**src/rtl/io_input_cond.sv**
```systemverilog
// rtl/io_input_cond.sv - sync, debounce, press pulse and sticky flags for board buttons/switches
// Define IO_SW_DEBOUNCE_EN to run switches through the button debounce filter.
module io_input_cond #(
    parameter int N_BTN  = 4,
    parameter int N_SW   = 32,
    parameter int DB_CNT = 1000,
    parameter int CNT_W  = 16
) (
    input  logic             i_clk,
    input  logic             i_rst,
    input  logic [N_BTN-1:0] i_btn_raw,
    input  logic [N_SW-1:0]  i_sw_raw,
    output logic [N_BTN-1:0] o_io_btn,
    output logic [N_SW-1:0]  o_io_sw,
    output logic [N_BTN-1:0] o_btn_press,
    output logic [N_BTN-1:0] o_btn_sticky,
    input  logic [N_BTN-1:0] i_sticky_clr,
    output logic             o_sw_chg
);

    localparam logic [CNT_W-1:0] CNT_LAST = CNT_W'(DB_CNT - 1);

    generate
        if (DB_CNT < 2 || DB_CNT > (2 ** CNT_W) - 1) begin : g_bad_db_cnt
            $error("io_input_cond: DB_CNT out of range for CNT_W");
        end
    endgenerate

    logic [N_BTN-1:0] btn_s1, btn_s2, btn_db, btn_db_nxt;
    logic [N_BTN-1:0] btn_press, btn_sticky;
    logic [CNT_W-1:0] btn_cnt     [N_BTN];
    logic [CNT_W-1:0] btn_cnt_nxt [N_BTN];

    logic [N_SW-1:0]  sw_s1, sw_s2, sw_lvl, sw_prev;
    logic             sw_chg;

    // Any cycle of agreement with the current level restarts the count.
    always_comb begin
        for (int i = 0; i < N_BTN; i++) begin
            btn_db_nxt[i]  = btn_db[i];
            btn_cnt_nxt[i] = '0;
            if (btn_s2[i] != btn_db[i]) begin
                if (btn_cnt[i] == CNT_LAST) begin
                    btn_db_nxt[i] = btn_s2[i];
                end else begin
                    btn_cnt_nxt[i] = btn_cnt[i] + 1'b1;
                end
            end
        end
    end

    always_ff @(posedge i_clk) begin
        if (i_rst) begin
            btn_s1     <= '0;
            btn_s2     <= '0;
            btn_db     <= '0;
            btn_press  <= '0;
            btn_sticky <= '0;
            for (int i = 0; i < N_BTN; i++) begin
                btn_cnt[i] <= '0;
            end
            sw_s1   <= '0;
            sw_s2   <= '0;
            sw_prev <= '0;
            sw_chg  <= 1'b0;
        end else begin
            btn_s1     <= i_btn_raw;
            btn_s2     <= btn_s1;
            btn_db     <= btn_db_nxt;
            btn_press  <= btn_db_nxt & ~btn_db;
            // A press landing on the same edge as a clear keeps the flag set.
            btn_sticky <= (btn_sticky & ~i_sticky_clr) | (btn_db_nxt & ~btn_db);
            for (int i = 0; i < N_BTN; i++) begin
                btn_cnt[i] <= btn_cnt_nxt[i];
            end
            sw_s1   <= i_sw_raw;
            sw_s2   <= sw_s1;
            sw_prev <= sw_lvl;
            sw_chg  <= (sw_lvl != sw_prev);
        end
    end

`ifdef IO_SW_DEBOUNCE_EN
    logic [N_SW-1:0]  sw_db, sw_db_nxt;
    logic [CNT_W-1:0] sw_cnt     [N_SW];
    logic [CNT_W-1:0] sw_cnt_nxt [N_SW];

    always_comb begin
        for (int i = 0; i < N_SW; i++) begin
            sw_db_nxt[i]  = sw_db[i];
            sw_cnt_nxt[i] = '0;
            if (sw_s2[i] != sw_db[i]) begin
                if (sw_cnt[i] == CNT_LAST) begin
                    sw_db_nxt[i] = sw_s2[i];
                end else begin
                    sw_cnt_nxt[i] = sw_cnt[i] + 1'b1;
                end
            end
        end
    end

    always_ff @(posedge i_clk) begin
        if (i_rst) begin
            sw_db <= '0;
            for (int i = 0; i < N_SW; i++) begin
                sw_cnt[i] <= '0;
            end
        end else begin
            sw_db <= sw_db_nxt;
            for (int i = 0; i < N_SW; i++) begin
                sw_cnt[i] <= sw_cnt_nxt[i];
            end
        end
    end

    assign sw_lvl = sw_db;
`else
    assign sw_lvl = sw_s2;
`endif

    assign o_io_btn     = btn_db;
    assign o_btn_press  = btn_press;
    assign o_btn_sticky = btn_sticky;
    assign o_io_sw      = sw_lvl;
    assign o_sw_chg     = sw_chg;

endmodule

```
**config.mk**
```make
export PLATFORM = sky130hd
export DESIGN_NAME = io_input_cond
export DESIGN_NICKNAME = d
export VERILOG_FILES = /design/src/rtl/io_input_cond.sv
export SDC_FILE = /design/constraint.sdc
export NUM_CORES = 1
export LEC_CHECK = 0
export CORE_MARGIN = 2
export CORE_UTILIZATION = 35
export CTS_CLUSTER_DIAMETER = 60
export CTS_CLUSTER_SIZE = 24
export DETAILED_ROUTE_END_ITERATION = 6
export PLACE_DENSITY = 0.57
export SLEW_MARGIN = 20
export SYNTH_ARGS = -nofsm -noshare
export SYNTH_HDL_FRONTEND = slang
export SYNTH_SLANG_ARGS = --single-unit
```
**constraint.sdc**
```tcl
create_clock -name i_clk -period 2.9 [get_ports i_clk]
set_input_delay 0.435 -clock i_clk [delete_from_list [all_inputs] [get_ports i_clk]]
set_output_delay 0.435 -clock i_clk [all_outputs]
set_load 0.01 [all_outputs]
```
==> flow_summary.json, run 1 <==
{
  "status": "finished with violations",
  "violations": "design-rule violations",
  "crit_start": "btn_cnt[1][12]",
  "yosysTopAreaCell": "dfxtp_1",
  "vdd_drop_max_uv": 413,
  "post-synth-top-count-cell": "dfxtp_1",
  "die_area_um2": 19600,
  "numCtsBuffers": 17,
  "ant_nets": 0,
  "path_cells": "or4_4, nor4_4, or2_1, nor2_1",
  "relSlewSlack_pct": 58.9,
  "powerDensity_nw_per_um2": 649,
  "cts_hold_buf": 0,
  "layout.cells.non_filler": 960,
  "fin_crit_ps": 2000,
  "grt-ovfl-total": 0,
  "num_rows": 49,
  "max_freq_mhz": 499,
  "reg2reg_depth": 4,
  "drive_gt1_share_pct": 6.43,
  "end_kind": "register",
  "ys_ff_latch": 181,
  "yosysWarningCount": 0,
  "dp_hpwl_um": 8660,
  "root_buffer": "clkbuf_16",
  "nets": 765,
  "drv_slew": 0,
  "cts.path.max_buffers": 2,
  "grt_max_degree": 63,
  "clkTransAtPathRegs_ps": 70,
  "finalSetupTns_ps": 0,
  "grt_pass1_wl_um": 21000,
  "diodes": 0,
  "grt_pass1_vias": 4409,
  "wl_um": 12300,
  "synth.top_cell.area_share_pct": 55.9,
  "cts_setup_buffers": 0,
  "die_w_um": 140,
  "synth_cells": 632,
  "antenna_found_initial": 0,
  "critical_path_class": "reg -> reg",
  "synth_area_per_cell_um2": 10.3,
  "synth_edf_count": 0,
  "synth.top_cells.by_count": "dfxtp_1, nor2b_1, nor2_1, xnor2_1, nand4_1",
  "critPathLaunchType": "register",
  "synth_xor_area_share_pct": 11.2,
  "ys_seq_area_share_pct": 55.9,
  "cts_resized": 0,
  "synth_nets": 678,
  "rrSetupSlack_ps": 900,
  "drt_pass1_iterations": 6,
  "hold_path_end": "o_io_sw[24]",
  "vias": 4419,
  "start_util_pct": 35.9,
  "cts-htree-levels": 4,
  "remaining_drc_errors": 3,
  "synthAdderAreaFrac_pct": 0.771,
  "synth_flop_cell": "dfxtp_1",
  "drt_iter0_drc": 182,
  "critPathMaxStageDelay_ps": 540,
  "via_per_inst": 4.60,
  "p_leak_uw": 0.00275,
  "clk_latency_ps": 420,
  "synth_cell_type_count": 40,
  "synth.area.mux_share_pct": 0.463,
  "fin_skew_ps": 6.46,
  "area_growth_pct": 26.2,
  "r2r_end": "btn_cnt[1][4]",
  "core_um2": 18100,
  "async_flop_share_pct": 0,
  "cp.required_ps": 3180,
  "hold_depth": 1,
  "setup_viol": 0,
  "grt_usage_pct": 13.2,
  "cts_tree": "built",
  "r2r_start": "btn_cnt[1][12]",
  "maxCapViolCount": 0,
  "cpMaxStageDelayCell": "or4_4",
  "dp_cells": 929,
  "crit_arrival_ps": 2280,
  "min_path_type": "reg -> reg",
  "hp-start": "sw_s1[24]",
  "synth_area_um2": 6490,
  "synth_top_family_by_area": "simple AND/OR/NAND/NOR gates",
  "max_slew.worst_pin.slew_ps": 616,
  "synth-simple-area-share_pct": 27.6,
  "portBuffers": 86,
  "rsz0062_at_grt": "false",
  "cp_max_fo": 15,
  "clock_sinks": 181,
  "avgRoutedWirePerCell_um": 12.8,
  "fp.dieH_um": 140,
  "gp_congestion": 0.829,
  "period_share_pct": 69.1,
  "hold_viol": 0,
  "synth-compound-area-share_pct": 2.01,
  "io_pins": 87,
  "ys_top_cells_by_area": "dfxtp_1, nor2b_1, xnor2_1"
}
## cells by family after synthesis
kind of cell	Yosys count
fa+ha+maj	4
mux	3
compound gates	24
xor+xnor	83
simple gates	309
buf+inv	28
flops	181
## routing by layer
| metal | wire length, um | track usage [%] |
|---|---|---|
| met4 | 126 | 4.04 |
| met3 | 507 | 4.31 |
| met1 | 5690 | 16.0 |
| met2 | 5990 | 22.2 |
| met5 | 0 | 0 |
## cells in the final DEF (no fill, tap or decap), types with 2 or more instances in the layout
cell type / count
nor4_4: 2
nor2b_1: 104
o21ai_0: 5
or4_4: 3
o31ai_1: 4
or4_1: 5
xor2_1: 19
clkdlybuf4s50_1: 85
and3_1: 4
nand2b_1: 7
nor2_1: 69
clkinv_4: 2
nand2_1: 19
mux2i_1: 3
nor4_1: 17
inv_1: 9
dfxtp_1: 181
a21oi_1: 15
clkbuf_16: 17
nand4_1: 23
nor3_1: 7
inv_6: 5
bufinv_16: 5
xnor2_1: 64
and2_1: 2
and4_1: 5
nand3b_1: 2
or3_4: 3
or3_1: 7
nand3_2: 2
ha_1: 4
nand3_1: 20
buf_4: 2
## final cells by class
class	count	area (um^2)
Tap cell	229	287
Clock buffer	18	439
Timing Repair Buffer	87	866
Fill cell	1665	9900
Clock inverter	13	216
Inverter	9	33.8
Multi-Input combinational cell	423	2730
Sequential cell	181	3620
## sequential cells by signal (all words and copies together) (netlist names)
signal        count
sw_s1            32
btn_s1            4
o_btn_sticky      4
o_sw_chg          1
sw_prev          32
o_btn_press       4
o_io_btn          4
o_io_sw          32
btn_cnt          64
btn_s2            4
## per-stage QoR
| step | hold slack, ps | power (uW) | utilization (%) | worst slack, ps | instance area (um^2) |
|---|---|---|---|---|---|
| 6_report | 434 | 5320 | 45.3 | 897 | 8190 |
| 5_1_grt | 452 | 5540 | 45.3 | 767 | 8190 |
| 4_1_cts | 436 | 5390 | 45.3 | 900 | 8190 |
| 3_5_place_dp | 420 | 2860 | 41.7 | 908 | 7530 |
| 3_3_place_gp | 417 | 2850 | 41.7 | 950 | 7530 |
| 2_1_floorplan | 414 | 2740 | - | 1180 | 6490 |
## how the worst max path moves through the flow
stage / cells past startpoint / slack (ps) / endpoint
finish: 4 / 900 / btn_cnt[1][4]
global route: 4 / 770 / o_btn_sticky[0]
CTS: 4 / 900 / btn_cnt[3][6]
detailed placement: 4 / 910 / btn_cnt[3][6]
global placement: 4 / 950 / o_btn_sticky[0]
floorplan: 6 / 1180 / btn_cnt[3][10]
## power breakdown
group	switching, uW	internal [uW]
Sequential	30.6	2550
Clock	958	1560
Combinational	82.7	136
Total	1070	4250
## critical path: cells and delay by family, from the launching register on
kind / cells / cell delay, ps
AND/OR/NAND/NOR: 4 / 1500
flip-flops: 1 / 360
Note: power is estimated with default switching activity, not from simulation.
==> run 2: changes to the inputs <==
==> constraint.sdc (replaced) <==
create_clock -name i_clk -period 1.98 [get_ports i_clk]
set_input_delay 0.297 -clock i_clk [delete_from_list [all_inputs] [get_ports i_clk]]
set_output_delay 0.297 -clock i_clk [all_outputs]
set_load 0.01 [all_outputs]
==> run 2 against run 1 <==
The run still ends with design-rule violations left. Cell count is 0.94% higher. Core utilization hardly changed. Via count stayed put. Critical path depth stayed put. Clock-buffer cell count stayed put. Hold slack worse by 210 ps. Die area stayed put. Non-clock buffer count is 8 higher. Largest cell class unchanged.
==> flow_summary.json, run 2 (synthesis results as in run 1) <==
{
  "setup_viol": 0,
  "vdd_drop_max_uv": 600,
  "period_share_pct": 89.8,
  "r2r_end": "btn_cnt[0][15]",
  "io_pins": 87,
  "crit_start": "btn_cnt[0][3]",
  "end_kind": "register",
  "drive_gt1_share_pct": 7.57,
  "layout_commonest_cell": "dfxtp_1",
  "critPathTopFamily": "simple AND/OR/NAND/NOR gates",
  "antenna_found_initial": 0,
  "clk_latency_ps": 420,
  "min_path_type": "in -> reg",
  "r2r_start": "btn_cnt[0][3]",
  "reg2reg_depth": 4,
  "cts_resized": 0,
  "layout.cells.non_filler": 969,
  "gp_congestion": 0.831,
  "fin_skew_ps": 6.17,
  "status": "finished with violations",
  "finalSetupTns_ps": 0,
  "hold_viol": 0,
  "grt_max_degree": 70,
  "cts_tree": "built",
  "drv_slew": 0,
  "rsz0062_at_grt": "false",
  "violations": "design-rule violations",
  "relSlewSlack_pct": 54.2,
  "cts-htree-levels": 4,
  "grt_pass1_vias": 4365,
  "hp-start": "i_rst",
  "remaining_drc_errors": 3,
  "hold_path_end": "o_btn_sticky[1]",
  "drt_iter0_drc": 186,
  "area_growth_pct": 26.3,
  "wl_um": 12200,
  "nets": 773,
  "cpMaxStageDelayCell": "or4_1",
  "clkTransAtPathRegs_ps": 70,
  "cts_setup_buffers": 0,
  "use_met1_pct": 16.3,
  "largest_reg_flops": 64,
  "vias": 4419,
  "hold_depth": 2,
  "fp.dieH_um": 140,
  "critical_path_class": "reg -> reg",
  "die_w_um": 140,
  "portBuffers": 86,
  "powerDensity_nw_per_um2": 894,
  "mostFrequentLayoutCells": "dfxtp_1, nor2b_1, clkdlybuf4s50_1",
  "root_buffer": "clkbuf_16",
  "core_um2": 18100,
  "die_area_um2": 19600,
  "max_freq_mhz": 563,
  "maxCapViolCount": 0,
  "grt_util_met2_pct": 21.4,
  "grt-ovfl-total": 0,
  "fin_crit_ps": 1780,
  "grt_usage_pct": 13.1,
  "numCtsBuffers": 17,
  "nFillCells": 1687,
  "regMostFlops": "btn_cnt",
  "diodes": 0,
  "critPathMaxStageDelay_ps": 470,
  "dp_hpwl_um": 8630,
  "via_per_inst": 4.56,
  "top_usage_layer": "met2",
  "grt_pass1_wl_um": 20800,
  "fin_total_pwr_uw": 7330,
  "drt_pass1_iterations": 6,
  "crit_arrival_ps": 2130,
  "max_slew.worst_pin.slew_ps": 687,
  "avgRoutedWirePerCell_um": 12.6,
  "rrSetupSlack_ps": 200,
  "cp.required_ps": 2330,
  "cp_max_fo": 9,
  "path_cells": "nand3_2, or3_4, or4_1, a21oi_1",
  "ant_nets": 0,
  "start_util_pct": 35.9,
  "grt_util_met3_pct": 3.90,
  "p_leak_uw": 0.00276,
  "cts.path.max_buffers": 2,
  "num_rows": 49,
  "dp_cells": 937,
  "clock_sinks": 181,
  "cts_hold_buf": 0,
  "path_buf_inv": 0,
  "critPathLaunchType": "register"
}
run 2: changes by cell type in the layout (fill, tap and decap cells not counted):
| cell | previous run | this run |
|---|---|---|
| buf_4 | 2 | 8 |
| bufinv_16 | 5 | 0 |
| clkinvlp_4 | 0 | 2 |
| buf_12 | 0 | 2 |
| clkinv_2 | 1 | 0 |
| inv_8 | 0 | 4 |
| clkinv_8 | 0 | 1 |
run 2: per-layer routing:
| layer | vias to the layer above | wire length [um] |
|---|---|---|
| met1 | 2051 | 5750 |
| met5 | - | 0 |
| met4 | 0 | 148 |
| met3 | 11 | 419 |
| li1 | 2299 | - |
| met2 | 58 | 5860 |
run 2: area by class of cell:
cell class	count	area, um^2	area share, %
clock inverters	14	138	1.68
clock buffers	18	439	5.36
flip-flops and latches	181	3620	44.2
multi-input cells	423	2730	33.2
inverters	9	33.8	0.412
repair buffers	95	951	11.6
well taps	229	287	3.50
run 2: report_power, final:
| part | switching (uW) | total, uW | leakage [uW] | internal, uW |
|---|---|---|---|---|
| combinational | 124 | 329 | 0.000999 | 205 |
| sequential | 45.5 | 3770 | 0.00148 | 3730 |
| clock | 1520 | 3220 | 0.000279 | 1710 |
| total | 1690 | 7330 | 0.00276 | 5640 |
run 2: per-stage QoR:
stage          worst slack [ps]  util (%)  instance area (um^2)  hold slack (ps)
2_1_floorplan               257         -                  6490              414
3_3_place_gp                249      42.1                  7620              417
3_5_place_dp                220      42.1                  7620              420
4_1_cts                     199      45.3                  8200              205
5_1_grt                    51.8      45.3                  8200              228
6_report                    203      45.3                  8200              220
run 2: how the worst max path moves through the flow:
stage	endpoint	slack, ps	depth (start not counted)
6_report	btn_cnt[0][15]	200	4
5_1_grt	o_btn_sticky[0]	50	4
4_1_cts	o_btn_sticky[2]	200	5
3_5_place_dp	o_btn_sticky[2]	220	5
3_3_place_gp	btn_cnt[3][15]	250	5
2_1_floorplan	btn_cnt[3][10]	260	6
